$ cat config.mk
export PLATFORM = sky130hd
export DESIGN_NAME = dsp_be_bert_seq_flat
export DESIGN_NICKNAME = d
export VERILOG_FILES = /design/src/rtl/dsp_be_bert_seq_pkg.sv /design/src/rtl/dsp_be_bert_seq_if.sv /design/src/rtl/dsp_be_bert_seq.sv /design/src/flat_wrapper.sv
export SDC_FILE = /design/constraint.sdc
export NUM_CORES = 1
export LEC_CHECK = 0
export ABC_CLOCK_PERIOD_IN_PS = 8800
export CAP_MARGIN = 10
export CORE_MARGIN = 5
export CORE_UTILIZATION = 50
export CTS_CLUSTER_DIAMETER = 40
export CTS_CLUSTER_SIZE = 28
export DETAILED_ROUTE_END_ITERATION = 10
export GPL_TIMING_DRIVEN = 1
export PLACE_DENSITY_LB_ADDON = 0.15
export SLEW_MARGIN = 20
export SYNTH_ARGS = -nofsm -noshare
export SYNTH_HDL_FRONTEND = slang
export SYNTH_SLANG_ARGS = --single-unit
export TNS_END_PERCENT = 50
$ cat constraint.sdc
create_clock -name i_clk -period 8.8 [get_ports i_clk]
set_clock_uncertainty 0.2 [all_clocks]
set_input_delay 0.88 -clock i_clk [delete_from_list [all_inputs] [get_ports i_clk]]
set_output_delay 0.88 -clock i_clk [all_outputs]
set_load 0.05 [all_outputs]
$ cat src/rtl/dsp_be_bert_seq_pkg.sv
// Shared types for the backend BERT sequencer: pattern-generator modes, FSM states
// and default timing constants.
package dsp_be_bert_seq_pkg;

    typedef enum logic [2:0] {
        PgenDisable  = 3'b000,
        PgenPrbsSeed = 3'b110,
        PgenPrbsRun  = 3'b010
    } pgen_cfg_e;

    typedef enum logic [2:0] {
        StIdle = 3'd0,
        StRst  = 3'd1,
        StSeed = 3'd2,
        StLock = 3'd3,
        StRun  = 3'd4,
        StStop = 3'd5,
        StDone = 3'd6,
        StErr  = 3'd7
    } seq_state_e;

    localparam int unsigned RstCycDefault   = 4;
    localparam int unsigned DrainCycDefault = 3;

    // Pattern generator mode driven while sitting in a given state.
    function automatic pgen_cfg_e state_mode(seq_state_e s);
        case (s)
            StSeed:               return PgenPrbsSeed;
            StLock, StRun, StStop: return PgenPrbsRun;
            default:              return PgenDisable;
        endcase
    endfunction

    function automatic logic state_busy(seq_state_e s);
        return s inside {StRst, StSeed, StLock, StRun, StStop};
    endfunction

endpackage

$ cat src/rtl/dsp_be_bert_seq_if.sv
// Control and BERT-facing signal bundle for the BERT sequencer.
// master: controller + BERT side (drives i_*), slave: the sequencer (drives o_*).
interface dsp_be_bert_seq_if
    import dsp_be_bert_seq_pkg::*;
#(
    parameter int unsigned WAY_W = 1,
    parameter int unsigned CNT_W = 32,
    parameter int unsigned WIN_W = 5,
    parameter int unsigned TO_W  = 16
) ();

    logic               i_start;
    logic               i_abort;
    logic [7:0]         i_cfg_seed_cyc;
    logic [WIN_W-1:0]   i_cfg_win_log2;
    logic [TO_W-1:0]    i_cfg_lock_to;
    logic [WAY_W-1:0]   i_prbs_seed_good;
    logic               i_ber_shutoff;
    logic [CNT_W-1:0]   i_ber_count;
    logic [CNT_W-1:0]   i_bit_count;

    logic               o_rst_bert;
    pgen_cfg_e          o_cfg_pgen_mode;
    logic               o_cfg_ber_count_en;
    logic               o_busy;
    logic               o_done;
    logic               o_err;
    logic               o_aborted;
    logic [CNT_W-1:0]   o_ber_count_q;
    logic [CNT_W-1:0]   o_bit_count_q;
    logic [2:0]         o_state;

    modport master (
        output i_start, i_abort, i_cfg_seed_cyc, i_cfg_win_log2, i_cfg_lock_to,
               i_prbs_seed_good, i_ber_shutoff, i_ber_count, i_bit_count,
        input  o_rst_bert, o_cfg_pgen_mode, o_cfg_ber_count_en, o_busy, o_done, o_err,
               o_aborted, o_ber_count_q, o_bit_count_q, o_state
    );

    modport slave (
        input  i_start, i_abort, i_cfg_seed_cyc, i_cfg_win_log2, i_cfg_lock_to,
               i_prbs_seed_good, i_ber_shutoff, i_ber_count, i_bit_count,
        output o_rst_bert, o_cfg_pgen_mode, o_cfg_ber_count_en, o_busy, o_done, o_err,
               o_aborted, o_ber_count_q, o_bit_count_q, o_state
    );

endinterface

$ cat src/rtl/dsp_be_bert_seq.sv
// Backend BERT sequencer: one start command runs reset -> seed -> lock -> counting
// window -> drain -> latch results. All outputs are registered from the next state,
// so they line up with o_state.
module dsp_be_bert_seq
    import dsp_be_bert_seq_pkg::*;
#(
    parameter int unsigned WAY_W     = 1,
    parameter int unsigned CNT_W     = 32,
    parameter int unsigned WIN_W     = 5,
    parameter int unsigned TO_W      = 16,
    parameter int unsigned RST_CYC   = RstCycDefault,
    parameter int unsigned DRAIN_CYC = DrainCycDefault
) (
    input logic             i_clk,
    input logic             i_rst,
    dsp_be_bert_seq_if.slave bus
);

    // Shared state counter must hold a full 2^WIN_W-bit window index, the lock
    // timeout and the 8-bit seed length.
    localparam int unsigned WinCw = 1 << WIN_W;
    localparam int unsigned Cw0   = (WinCw > TO_W) ? WinCw : TO_W;
    localparam int unsigned Cw    = (Cw0 > 8) ? Cw0 : 8;

    localparam logic [Cw-1:0] Ones      = '1;
    localparam logic [Cw-1:0] RstLast   = Cw'(RST_CYC - 1);
    localparam logic [Cw-1:0] DrainLast = Cw'(DRAIN_CYC - 1);

    seq_state_e         state_q, state_d;
    logic [Cw-1:0]      cnt_q, cnt_d;
    logic [7:0]         seed_q;
    logic [WIN_W-1:0]   win_q;
    logic [TO_W-1:0]    lock_to_q;

    logic               rst_bert_q, count_en_q, busy_q, done_q, err_q, aborted_q;
    pgen_cfg_e          mode_q;
    logic [CNT_W-1:0]   ber_q, bit_q;

    logic               start_ok, abort_hit;
    logic [Cw-1:0]      seed_last, win_last;

    // seed_cyc of 0 behaves as 1; window terminal count is 2^n - 1.
    assign seed_last = (seed_q == 8'd0) ? '0 : Cw'(seed_q - 8'd1);
    assign win_last  = ~(Ones << win_q);

    // Next-state decode; abort outranks every other event in the busy states.
    always_comb begin
        state_d   = state_q;
        start_ok  = 1'b0;
        abort_hit = 1'b0;
        unique case (state_q)
            StIdle, StDone, StErr: begin
                if (bus.i_start) begin
                    state_d  = StRst;
                    start_ok = 1'b1;
                end
            end
            StRst: begin
                if (bus.i_abort) begin
                    state_d   = StStop;
                    abort_hit = 1'b1;
                end else if (cnt_q == RstLast) begin
                    state_d = StSeed;
                end
            end
            StSeed: begin
                if (bus.i_abort) begin
                    state_d   = StStop;
                    abort_hit = 1'b1;
                end else if (cnt_q >= seed_last) begin
                    state_d = StLock;
                end
            end
            StLock: begin
                if (bus.i_abort) begin
                    state_d   = StStop;
                    abort_hit = 1'b1;
                end else if (&bus.i_prbs_seed_good) begin
                    state_d = StRun;
                end else if (cnt_q == Cw'(lock_to_q)) begin
                    state_d = StErr;
                end
            end
            StRun: begin
                if (bus.i_abort || bus.i_ber_shutoff) begin
                    state_d   = StStop;
                    abort_hit = 1'b1;
                end else if (cnt_q == win_last) begin
                    state_d = StStop;
                end
            end
            StStop: begin
                if (cnt_q == DrainLast) begin
                    state_d = StDone;
                end
            end
            default: state_d = StIdle;
        endcase
    end

    // One counter serves every timed state: cleared on entry, saturating otherwise.
    always_comb begin
        cnt_d = '0;
        if (state_d == state_q) begin
            cnt_d = (cnt_q == Ones) ? cnt_q : cnt_q + 1'b1;
        end
    end

    // State, shadow config, flags and registered outputs.
    always_ff @(posedge i_clk) begin
        if (i_rst) begin
            state_q    <= StIdle;
            cnt_q      <= '0;
            seed_q     <= '0;
            win_q      <= '0;
            lock_to_q  <= '0;
            rst_bert_q <= 1'b1;
            mode_q     <= PgenDisable;
            count_en_q <= 1'b0;
            busy_q     <= 1'b0;
            done_q     <= 1'b0;
            err_q      <= 1'b0;
            aborted_q  <= 1'b0;
            ber_q      <= '0;
            bit_q      <= '0;
        end else begin
            state_q    <= state_d;
            cnt_q      <= cnt_d;
            rst_bert_q <= state_d inside {StIdle, StRst, StErr};
            mode_q     <= state_mode(state_d);
            count_en_q <= (state_d == StRun);
            busy_q     <= state_busy(state_d);
            done_q     <= (state_q == StStop) && (state_d == StDone);
            if (start_ok) begin
                seed_q    <= bus.i_cfg_seed_cyc;
                win_q     <= bus.i_cfg_win_log2;
                lock_to_q <= bus.i_cfg_lock_to;
                err_q     <= 1'b0;
                aborted_q <= 1'b0;
            end
            if (abort_hit) begin
                aborted_q <= 1'b1;
            end
            if (state_q == StLock && state_d == StErr) begin
                err_q <= 1'b1;
            end
            if (state_q == StStop && state_d == StDone) begin
                ber_q <= bus.i_ber_count;
                bit_q <= bus.i_bit_count;
            end
        end
    end

    assign bus.o_rst_bert         = rst_bert_q;
    assign bus.o_cfg_pgen_mode    = mode_q;
    assign bus.o_cfg_ber_count_en = count_en_q;
    assign bus.o_busy             = busy_q;
    assign bus.o_done             = done_q;
    assign bus.o_err              = err_q;
    assign bus.o_aborted          = aborted_q;
    assign bus.o_ber_count_q      = ber_q;
    assign bus.o_bit_count_q      = bit_q;
    assign bus.o_state            = state_q;

endmodule

$ cat src/flat_wrapper.sv
// flat-port wrapper written by rule: the top's interface ports become plain ports
module dsp_be_bert_seq_flat import dsp_be_bert_seq_pkg::*;
#(
    parameter int unsigned WAY_W     = 1,
    parameter int unsigned CNT_W     = 32,
    parameter int unsigned WIN_W     = 5,
    parameter int unsigned TO_W      = 16,
    parameter int unsigned RST_CYC   = RstCycDefault,
    parameter int unsigned DRAIN_CYC = DrainCycDefault
)
  (i_clk, i_rst, bus_i_start, bus_i_abort, bus_i_cfg_seed_cyc, bus_i_cfg_win_log2, bus_i_cfg_lock_to, bus_i_prbs_seed_good, bus_i_ber_shutoff, bus_i_ber_count, bus_i_bit_count, bus_o_rst_bert, bus_o_cfg_pgen_mode, bus_o_cfg_ber_count_en, bus_o_busy, bus_o_done, bus_o_err, bus_o_aborted, bus_o_ber_count_q, bus_o_bit_count_q, bus_o_state);
  dsp_be_bert_seq_if #(.WAY_W(WAY_W), .CNT_W(CNT_W), .WIN_W(WIN_W), .TO_W(TO_W)) bus_i ();
  input logic i_clk;
  input logic i_rst;
  input wire logic [$bits(bus_i.i_start)-1:0] bus_i_start;
  input wire logic [$bits(bus_i.i_abort)-1:0] bus_i_abort;
  input wire logic [$bits(bus_i.i_cfg_seed_cyc)-1:0] bus_i_cfg_seed_cyc;
  input wire logic [$bits(bus_i.i_cfg_win_log2)-1:0] bus_i_cfg_win_log2;
  input wire logic [$bits(bus_i.i_cfg_lock_to)-1:0] bus_i_cfg_lock_to;
  input wire logic [$bits(bus_i.i_prbs_seed_good)-1:0] bus_i_prbs_seed_good;
  input wire logic [$bits(bus_i.i_ber_shutoff)-1:0] bus_i_ber_shutoff;
  input wire logic [$bits(bus_i.i_ber_count)-1:0] bus_i_ber_count;
  input wire logic [$bits(bus_i.i_bit_count)-1:0] bus_i_bit_count;
  output wire logic [$bits(bus_i.o_rst_bert)-1:0] bus_o_rst_bert;
  output wire logic [$bits(bus_i.o_cfg_pgen_mode)-1:0] bus_o_cfg_pgen_mode;
  output wire logic [$bits(bus_i.o_cfg_ber_count_en)-1:0] bus_o_cfg_ber_count_en;
  output wire logic [$bits(bus_i.o_busy)-1:0] bus_o_busy;
  output wire logic [$bits(bus_i.o_done)-1:0] bus_o_done;
  output wire logic [$bits(bus_i.o_err)-1:0] bus_o_err;
  output wire logic [$bits(bus_i.o_aborted)-1:0] bus_o_aborted;
  output wire logic [$bits(bus_i.o_ber_count_q)-1:0] bus_o_ber_count_q;
  output wire logic [$bits(bus_i.o_bit_count_q)-1:0] bus_o_bit_count_q;
  output wire logic [$bits(bus_i.o_state)-1:0] bus_o_state;
  assign bus_i.i_start = bus_i_start;
  assign bus_i.i_abort = bus_i_abort;
  assign bus_i.i_cfg_seed_cyc = bus_i_cfg_seed_cyc;
  assign bus_i.i_cfg_win_log2 = bus_i_cfg_win_log2;
  assign bus_i.i_cfg_lock_to = bus_i_cfg_lock_to;
  assign bus_i.i_prbs_seed_good = bus_i_prbs_seed_good;
  assign bus_i.i_ber_shutoff = bus_i_ber_shutoff;
  assign bus_i.i_ber_count = bus_i_ber_count;
  assign bus_i.i_bit_count = bus_i_bit_count;
  assign bus_o_rst_bert = bus_i.o_rst_bert;
  assign bus_o_cfg_pgen_mode = bus_i.o_cfg_pgen_mode;
  assign bus_o_cfg_ber_count_en = bus_i.o_cfg_ber_count_en;
  assign bus_o_busy = bus_i.o_busy;
  assign bus_o_done = bus_i.o_done;
  assign bus_o_err = bus_i.o_err;
  assign bus_o_aborted = bus_i.o_aborted;
  assign bus_o_ber_count_q = bus_i.o_ber_count_q;
  assign bus_o_bit_count_q = bus_i.o_bit_count_q;
  assign bus_o_state = bus_i.o_state;
  dsp_be_bert_seq #(.WAY_W(WAY_W), .CNT_W(CNT_W), .WIN_W(WIN_W), .TO_W(TO_W), .RST_CYC(RST_CYC), .DRAIN_CYC(DRAIN_CYC)) u_core (.i_clk(i_clk), .i_rst(i_rst), .bus(bus_i));
endmodule
== After elaboration in Yosys (flattened, before gate mapping) ==
Index checks and enable logic that the tools add are counted.
Word-level totals
  register bits after elaboration: 137
  output and inout bits: 76
  input bits: 99
Operators by class
  add/subtract/negate cells: 2
  magnitude comparators: 1
  equality and inequality tests: 20
  bitwise gates (word level): 2
  mux-type cells: 22
  shift-type cells: 1
  reduce and logical (&&, ||, !) cells: 14
Operators by type and width (count)
  $eq A32 B2 Y1 const B: 2
  $mux W3: 11
  $add A32 B1 Y32 const B: 1
  $eq A32 B16 Y1: 1
  $eq A32 B32 Y1: 1
  $eq A32 B32 Y1 const B: 1
  $ge A32 B32 Y1: 1
  $mux W32: 1
  $not A32 Y32: 1
  $shl A32 B5 Y32 const A: 1
  $eq A3 B3 Y1 const B: 8
  $pmux W3 S6: 1
  $eq A3 B2 Y1 const B: 4
  $reduce_or A3 Y1: 3
  $sub A8 B1 Y9 const B: 1
  $logic_not A8 Y1: 1
  $mux W1: 7
  $eq A3 B1 Y1 const B: 2
  $logic_not A3 Y1: 2
  $pmux W3 S2: 1
  $reduce_bool A5 Y1: 1
  $reduce_bool A2 Y1: 2
  $eq A3 B3 Y1: 1
  $reduce_bool A3 Y1: 1
  other kinds (5): 6

== Logic depth before layout (Yosys ltp) ==
Gate-level depths: netlist of run 1.
  depth in word-level cells: 9
  mapped depth: 16
  mapped depth without buffers: 15

== Worst setup path after synthesis of run 1 ==
OpenSTA, ideal clock, no wires.
  path type: register to register
  from: register u_core.seed_q[2]
  to: register u_core.cnt_q[10]
  stages on the path, launching flop included: 16
  path slack: 5.451 ns
  data arrival time: 3.087 ns
  period minus slack after synthesis: 3.349 ns
  cell sequence: dfxtp_1 nor4_1 nand2_1 or3_1 and2_1 ha_1 nand2b_1 a2111oi_0 or4_1 nand3_1 a31oi_1 nand3_1 nor3_2 o21ai_4 buf_6 nor2_2
Between the ends
  word-level cells in the longest chain between the ends: 9
  elaborated cells between the ends (all ways): 10
RTL lines
  from (decl): RTL line dsp_be_bert_seq.sv:31  | logic [7:0] seed_q;
  from (signal assigned): RTL line dsp_be_bert_seq.sv:135  | seed_q <= bus.i_cfg_seed_cyc;
  $sub A8 B1 Y9 or $logic_not A8 Y1 (tied branches): RTL line dsp_be_bert_seq.sv:43  | assign seed_last = (seed_q == 8'd0) ? '0 : Cw'(seed_q - 8'd1);
  $mux W32 *: RTL line dsp_be_bert_seq.sv:43
  $ge A32 B32 Y1 *: RTL line dsp_be_bert_seq.sv:70  | end else if (cnt_q >= seed_last) begin
  $mux W3 *: RTL line dsp_be_bert_seq.sv:70
  $mux W3 *: RTL line dsp_be_bert_seq.sv:67  | if (bus.i_abort) begin
  $pmux W3 S6 *: RTL line dsp_be_bert_seq.sv:51  | unique case (state_q)
  $eq A3 B3 Y1 *: RTL line dsp_be_bert_seq.sv:104  | if (state_d == state_q) begin
  $not A1 Y1 (no line) *
  $reduce_or A2 Y1 (no line) *
  to (signal assigned): RTL line dsp_be_bert_seq.sv:128  | cnt_q <= cnt_d;
  to (decl): RTL line dsp_be_bert_seq.sv:30  | logic [Cw-1:0] cnt_q, cnt_d;
Every way passes the cells marked *; elsewhere a longest branch is shown, timed or not.
A chain may end at the register's enable or synchronous reset.

== Worst setup path in the final report of run 1 ==
  from: register u_core.seed_q[2]
  to: register u_core.cnt_q[1]
Same word-level chain as after synthesis.

==> results.md, run 1 <==
- Status: complete, no violations
- Synth unique cells: 65
- Placer congestion estimate: 0.911
- Crit path max-delay family: simple AND/OR/NAND/NOR gates
- CTS tree: yes
- Hold buffers post-CTS: 0
- Sink Count: 136
- F_max: 253 MHz
- Final net count: around 1200
- Area growth from synthesis to layout: 32.1%
- #FFs+latches synth: 136
- Simple-gate share of the synthesized area: 28.0%
- EDFF count, synth: 0
- Crit path kind: reg2reg
- R2R cell count: 15
- Final TNS setup: 0 ns
- Post-route ant nets: 0
- CP Capture Type: register
- Slew margin rel.: approximately a third
- Final min period: 3.96 ns
- Routed length per placed instance: 16.2 um
- RR Endpoint: u_core.cnt_q[1]
- DIE AREA: 0.0171 mm^2
- Clk Latency, worst-skew pair: 0.42 ns
- DR vias/cell: roughly 5.4
- Critical Path Sink: u_core.cnt_q[1]
- Combinational family with the most area after synthesis: simple AND/OR/NAND/NOR gates
- Core area: 0.0144 mm^2
- Layout cells sized above 1: 7.33%
- Number of DRC markers in iteration 0: 466
- Final setup margin: ~4.8 ns
- Root buf cell: clkbuf_16
- I/O pin cnt: 175
- Crit-path cells: nor4_1, nand2_1, or3_1, and2_1, ha_1, nand2b_1, a2111oi_0, or4_1, nand3_1, a31oi_1, nand3_1, nor3_2, o21ai_4, buf_4, a211oi_1
- Number of global-route vias before repair: 6846
- R2R Setup Slk: roughly 4.8 ns
- I/O Buffers: 173
- Worst Setup SP: u_core.seed_q[2]
- Synth Cell Area: 0.00728 mm^2
- Post-CTS Setup Repair Bufs: 0
- Fin. Hold Viols: 0
- Die W: 131 um
- Startpoint Class: register
- CP dominant cell by count: nand3_1
- Cells after synthesis: 943
- RR Startpoint: u_core.seed_q[2]
- Syn Area/Cell: 7.72 um^2
- Cts repair resizes: 0
- Worst-path clk slew: 0.06 ns
- Largest net degree at the start of global routing: slightly above 80
- CP bufs+invs: 1
- Overall Global Routing Usage: 24.8%
- Dominant synthesized flop cell: dfxtp_1
- Routed WL: 20800 um
- VDD IR max: 0.000133 V
- Synth Area in Adders: 6.01%
- Die Height: roughly 130 um
- H-tree depth: 4
- Dpl ws: 4.86 ns
- First-pass GRT wire length: 33900 um
- Commonest cells after routing, fill and taps aside: 228 x nand2_1, 172 x clkdlybuf4s50_1, 136 x dfxtp_1
- Tcrit/Tclk final: about 45%
- Num rows: 44
- DRT Pass-1 Iters: 5
- Util after Layout: 66.7%
- Total grt overflow: 0
- RSZ-0062 raised after global routing: false
- Sequential fraction of the synthesis area: 37.4%
- Initial Util: about 50%
- Leakage power: 3.59 nW
- Final setup vio count: 0
- # DRC: 0
- Placed Area: 0.00906 mm^2
- Post-synthesis mux area share: less than 1%
- Hold WC Path Type: reg2reg
- CTS buffer count: 17
- Worst-Margin Slew: 0.996 ns
- Post-Layout Inst Area: 0.00962 mm^2
- Synth Area in Compound Gates: 16.2%
- Crit-path slowest cell: a2111oi_0
- Maximum capacitance violations: 0
- Max-slew violations: 0
- ANT cells: 0
- Asr flop ratio synth: 0%
- WP data arrival: 4.08 ns
- Ys Warns: 0
- Critical path fanouts, max: 32
- P per Cell Area: 160 mW/mm^2
- Initial antenna violation count: 0
- Max clock buf depth: 2
- Vias: roughly 7000
- Fill cells: ~1300
- Commonest non-fill, non-tap cell in the layout: nand2_1
- XOR/XNOR share of the synthesized area: 6.74%
- CP Depth: 15
- HPWL Detailed: roughly 15000 um
- WP data required: 8.92 ns
- CP max stage delay: 0.41 ns
state kept, by name (all words and copies together) (netlist names), 2 cells and up:
signal / flops
u_core.bus.o_ber_count_q: 32
u_core.bus.o_bit_count_q: 32
u_core.bus.o_cfg_pgen_mode: 2
u_core.bus.o_state: 3
u_core.cnt_q: 32
u_core.lock_to_q: 16
u_core.seed_q: 8
u_core.win_q: 5
cell usage after synthesis (6+ instances only):
library cell / number / share of area [%]
inv_1: 12 / 0.62
nand4_1: 15 / 1.3
o21ai_0: 23 / 1.6
nand2b_1: 8 / 0.69
nand3_1: 23 / 1.6
or3_1: 6 / 0.52
nor2_1: 28 / 1.4
xnor2_1: 12 / 1.4
nor2_2: 30 / 2.6
nor3_1: 21 / 1.4
and3_1: 14 / 1.2
buf_2: 12 / 0.82
dfxtp_1: 136 / 37
a21oi_1: 130 / 8.9
nand2_1: 228 / 12
xor2_1: 44 / 5.3
nor4_1: 14 / 1.2
clkbuf_1: 49 / 2.5
nor2b_1: 6 / 0.52
ha_1: 35 / 6.0
and2_1: 8 / 0.69
cells by family (layout without fill, tap and decap cells):
kind of cell             Yosys count  in the layout
AO/OA/AOI/OAI                    204            204
XOR/XNOR                          56             56
adder cells (fa/ha/maj)           35             35
buffers and inverters             82            221
flip-flops                       136            136
multiplexers                       3              3
other                              2             25
AND/OR/NAND/NOR                  425            425
worst min-delay path by stage:
stage | from | to | slack (ns) | cells after the start
6_report | u_core.bus.o_ber_count_q[31] | u_core.bus.o_ber_count_q[31] | 0.25 | 2
3_5_place_dp | u_core.bus.o_ber_count_q[31] | u_core.bus.o_ber_count_q[31] | 0.25 | 2
4_1_cts | u_core.bus.o_ber_count_q[31] | u_core.bus.o_ber_count_q[31] | 0.25 | 2
2_1_floorplan | u_core.lock_to_q[0] | u_core.lock_to_q[0] | 0.25 | 2
3_3_place_gp | u_core.bus.o_bit_count_q[29] | u_core.bus.o_bit_count_q[29] | 0.24 | 2
5_1_grt | u_core.bus.o_bit_count_q[7] | u_core.bus.o_bit_count_q[7] | 0.26 | 2
cell type report:
| type | count | area, um^2 | area share [%] |
|---|---|---|---|
| multi-input combinational | 748 | 4290 | 44.6 |
| sequential | 136 | 2720 | 28.3 |
| timing repair buffer | 179 | 1770 | 18.4 |
| clock buffer | 17 | 425 | 4.42 |
| tap | 184 | 230 | 2.39 |
| clock inverter | 12 | 130 | 1.35 |
| inverter | 13 | 48.8 | 0.507 |
tightest hold or removal path: stages (launching register included):
cell and delay [ns]:
dfxtp_1 0.30, nand2_1 0.05, a21oi_1 0.05
where the power goes:
part	total (mW)	internal [mW]	switching (mW)
combinational	0.213	0.0996	0.113
clock	0.675	0.411	0.264
sequential	0.652	0.630	0.0224
total	1.54	1.14	0.400
layer usage:
layer	vias up	track usage, %	routed length [um]
met4	0	9.20	583
met5	-	0	0
met3	43	9.51	1640
li1	3515	-	-
met1	3193	29.9	8710
met2	204	40.3	9910
stage by stage:
step	hold slack (ns)	total power [mW]	std cells
after floorplan	0.248	0.798	966
after global placement	0.237	0.874	1260
after detailed placement	0.245	0.877	1260
after CTS	0.250	1.55	1289
after global routing	0.264	1.61	1289
final	0.248	1.54	1289
(Power assumes the default switching activity.)
==> inputs of run 2 (changes only) <==
--- a/config.mk
+++ b/config.mk
@@ -5,10 +5,10 @@
 export SDC_FILE = /design/constraint.sdc
 export NUM_CORES = 1
 export LEC_CHECK = 0
-export ABC_CLOCK_PERIOD_IN_PS = 8800
+export ABC_CLOCK_PERIOD_IN_PS = 3630
 export CAP_MARGIN = 10
 export CORE_MARGIN = 5
-export CORE_UTILIZATION = 50
+export CORE_UTILIZATION = 45
 export CTS_CLUSTER_DIAMETER = 40
 export CTS_CLUSTER_SIZE = 28
 export DETAILED_ROUTE_END_ITERATION = 10
==> constraint.sdc (replaced) <==
create_clock -name i_clk -period 3.63 [get_ports i_clk]
set_clock_uncertainty 0.2 [all_clocks]
set_input_delay 0.363 -clock i_clk [delete_from_list [all_inputs] [get_ports i_clk]]
set_output_delay 0.363 -clock i_clk [all_outputs]
set_load 0.05 [all_outputs]
==> results.md, run 2 (same netlist as run 1, synthesis figures left out) <==
- Status: complete, no violations (unchanged)
- Leakage power: 3.86 nW (was 3.59 nW)
- Die W: 137 um (was 131 um)
- Sink Count: 136 (unchanged)
- Slew margin rel.: 53.7% (was 33.6%)
- Comb pwr share: 16.7% (was 13.8%)
- RSZ-0062 raised after global routing: true (was false)
- CTS buffer count: 17 (unchanged)
- Switching Share: 27.6% (was 26.0%)
- Crit-path cells: nor4_4, nand2_2, or3_4, and2_4, ha_4, nand2b_4, a2111oi_4, or4_4, nand3_4, a31oi_1, nand3_1, nor3_2, o21ai_4, buf_12, buf_12, nor2_2 (was nor4_1, nand2_1, or3_1, and2_1, ha_1, nand2b_1, a2111oi_0, or4_1, nand3_1, a31oi_1, nand3_1, nor3_2, o21ai_4, buf_4, a211oi_1)
- Clock power share: 44.3% (was 43.8%)
- Number of global-route vias before repair: 6751 (was 6846)
- Number of DRC markers in iteration 0: 610 (was 466)
- I/O Buffers: 173 (unchanged)
- DIE AREA: 0.0188 mm^2 (was 0.0171 mm^2)
- Post-route ant nets: 0 (unchanged)
- Post-Layout Cell Count: 1352 (was 1289)
- Design internal power: 2.91 mW (was 1.14 mW)
- Routed length per placed instance: 16.9 um (was 16.2 um)
- WP data arrival: 3.77 ns (was 4.08 ns)
- Crit path kind: reg2reg (unchanged)
- Clk Latency, worst-skew pair: 0.42 ns (about the same)
- HPWL Detailed: 16100 um (was 14900 um)
- CTS tree: yes (unchanged)
- Final net count: 1257 (was 1229)
- # DRC: 0 (unchanged)
- ANT cells: 0 (unchanged)
- Hold WC Path Type: in2reg (was reg2reg)
- Met3 global-route usage: 10.8% (was 9.51%)
- Commonest cells after routing, fill and taps aside: 226 x nand2_1, 172 x clkdlybuf4s50_1, 133 x dfxtp_1 (was 228 x nand2_1, 172 x clkdlybuf4s50_1, 136 x dfxtp_1)
- WP data required: 3.79 ns (was 8.92 ns)
- Tcrit/Tclk final: 99.4% (was 45.0%)
- Initial Util: 45.8% (was 50.5%)
- Startpoint Class: register (unchanged)
- Final TNS setup: 0 ns (unchanged)
- P per Cell Area: 394 mW/mm^2 (was 160 mW/mm^2)
- Post-Layout Inst Area: 0.0102 mm^2 (was 0.00962 mm^2)
- Hold buffers post-CTS: 0 (unchanged)
- M1 GR Usage: 29.5% (was 29.9%)
- Crit-path slowest cell: or3_4 (was a2111oi_0)
- Vias: 7167 (was 6955)
- Critical path fanouts, max: 12 (was 32)
- Routed WL: 22900 um (was 20800 um)
- Hold WS: 0.214 ns (was 0.248 ns)
- DR vias/cell: 5.30 (was 5.40)
- Root buf cell: clkbuf_16 (unchanged)
- Placer congestion estimate: 0.965 (was 0.911)
- Maximum capacitance violations: 0 (unchanged)
- R2R Setup Slk: 0.02 ns (was 4.84 ns)
- Initial antenna violation count: 0 (unchanged)
- Fin. Hold Viols: 0 (unchanged)
- Most used routing layer: met2 (unchanged)
- VDD IR max: 0.000329 V (was 0.000133 V)
- Max-slew violations: 0 (unchanged)
- Worst-Margin Slew: 0.695 ns (was 0.996 ns)
- Total grt overflow: 0 (unchanged)
- Final setup vio count: 0 (unchanged)
- DP Cell Count: 1315 (was 1260)
- Largest net degree at the start of global routing: 65 (was 83)
- CP dominant cell by count: buf_12 (was nand3_1)
- Final setup margin: 0.0224 ns (was 4.84 ns)
- Met2 usage: 37.0% (was 40.3%)
- Max clock buf depth: 2 (unchanged)
- Layout cells sized above 1: 11.8% (was 7.33%)
- Final min period: 3.61 ns (was 3.96 ns)
- F_max: 277 MHz (was 253 MHz)
- Die Height: 137 um (was 131 um)
- H-tree depth: 4 (unchanged)
- First-pass GRT wire length: 35100 um (was 33900 um)
- Num rows: 46 (was 44)
- CP Capture Type: register (unchanged)
- CP max stage delay: 0.36 ns (was 0.41 ns)
- Placed Area: 0.00931 mm^2 (was 0.00906 mm^2)
- Dpl ws: -0.0286 ns (was 4.86 ns)
- DRT Pass-1 Iters: 5 (unchanged)
- Area growth from synthesis to layout: 40.2% (was 32.1%)
- Overall Global Routing Usage: 23.7% (was 24.8%)
- Seq pwr share: 39.1% (was 42.4%)
- Commonest non-fill, non-tap cell in the layout: nand2_1 (unchanged)
- NetSw: 1.11 mW (was 400 uW)
- I/O pin cnt: 175 (unchanged)
- Core area: 0.0159 mm^2 (was 0.0144 mm^2)
- Worst-path clk slew: 0.06 ns (about the same)
[run 2: cell type report]
type	count	area, um^2
Tap cell	216	270
Fill cell	1465	5680
Multi-Input combinational cell	748	4480
Sequential cell	136	2730
Clock inverter	13	160
Timing Repair Buffer	207	2080
Inverter	13	48.8
Clock buffer	19	443
[run 2: worst max-delay path: cells and delay by family (launching register included)]
kind	cells	cell delay [ns]
and+or+nand+nor	10	1.92
adders and majority gates	1	0.22
buffers and inverters	2	0.29
DFF	1	0.33
AOI/OAI and AO/OA	3	0.59
[run 2: metal layers]
| metal | up-vias | wire length, um |
|---|---|---|
| met1 | 3303 | 9420 |
| met3 | 29 | 2430 |
| met4 | 0 | 353 |
| li1 | 3570 | - |
| met5 | - | 0 |
| met2 | 265 | 10700 |
[run 2: final timing paths]
kind	start	endpoint	cells after the start
max	u_core.seed_q[2]	u_core.cnt_q[2]	16
min	i_rst	u_core.bus.o_aborted	2
max reg2reg	u_core.seed_q[2]	u_core.cnt_q[2]	16
min reg2reg	u_core.bus.o_bit_count_q[31]	u_core.bus.o_bit_count_q[31]	2
[run 2: power groups by stage]
stage | clock (mW) | combinational [mW] | sequential [mW]
4_1_cts | 1.80 | 0.568 | 1.57
3_3_place_gp | 0 | 0.556 | 1.60
6_report | 1.78 | 0.669 | 1.57
5_1_grt | 1.88 | 0.726 | 1.57
3_5_place_dp | 0 | 0.564 | 1.60
2_1_floorplan | 0 | 0.321 | 1.61
[run 2: timing repair]
item | in CTS | in global routing
buffers inserted | 0 | 2
pin swaps | 0 | 8
setup endpoints to repair | 1 | 36
gates cloned | 0 | 3
gates resized for setup | 2 | 35
hold endpoints to repair | 0 | 0
[run 2: metrics by stage]
| step | utilization, % | power, mW |
|---|---|---|
| after global placement | 58.6 | 2.15 |
| after global routing | 64.2 | 4.18 |
| after floorplan | - | 1.93 |
| final | 64.2 | 4.02 |
| after CTS | 62.5 | 3.94 |
| after detailed placement | 58.6 | 2.16 |
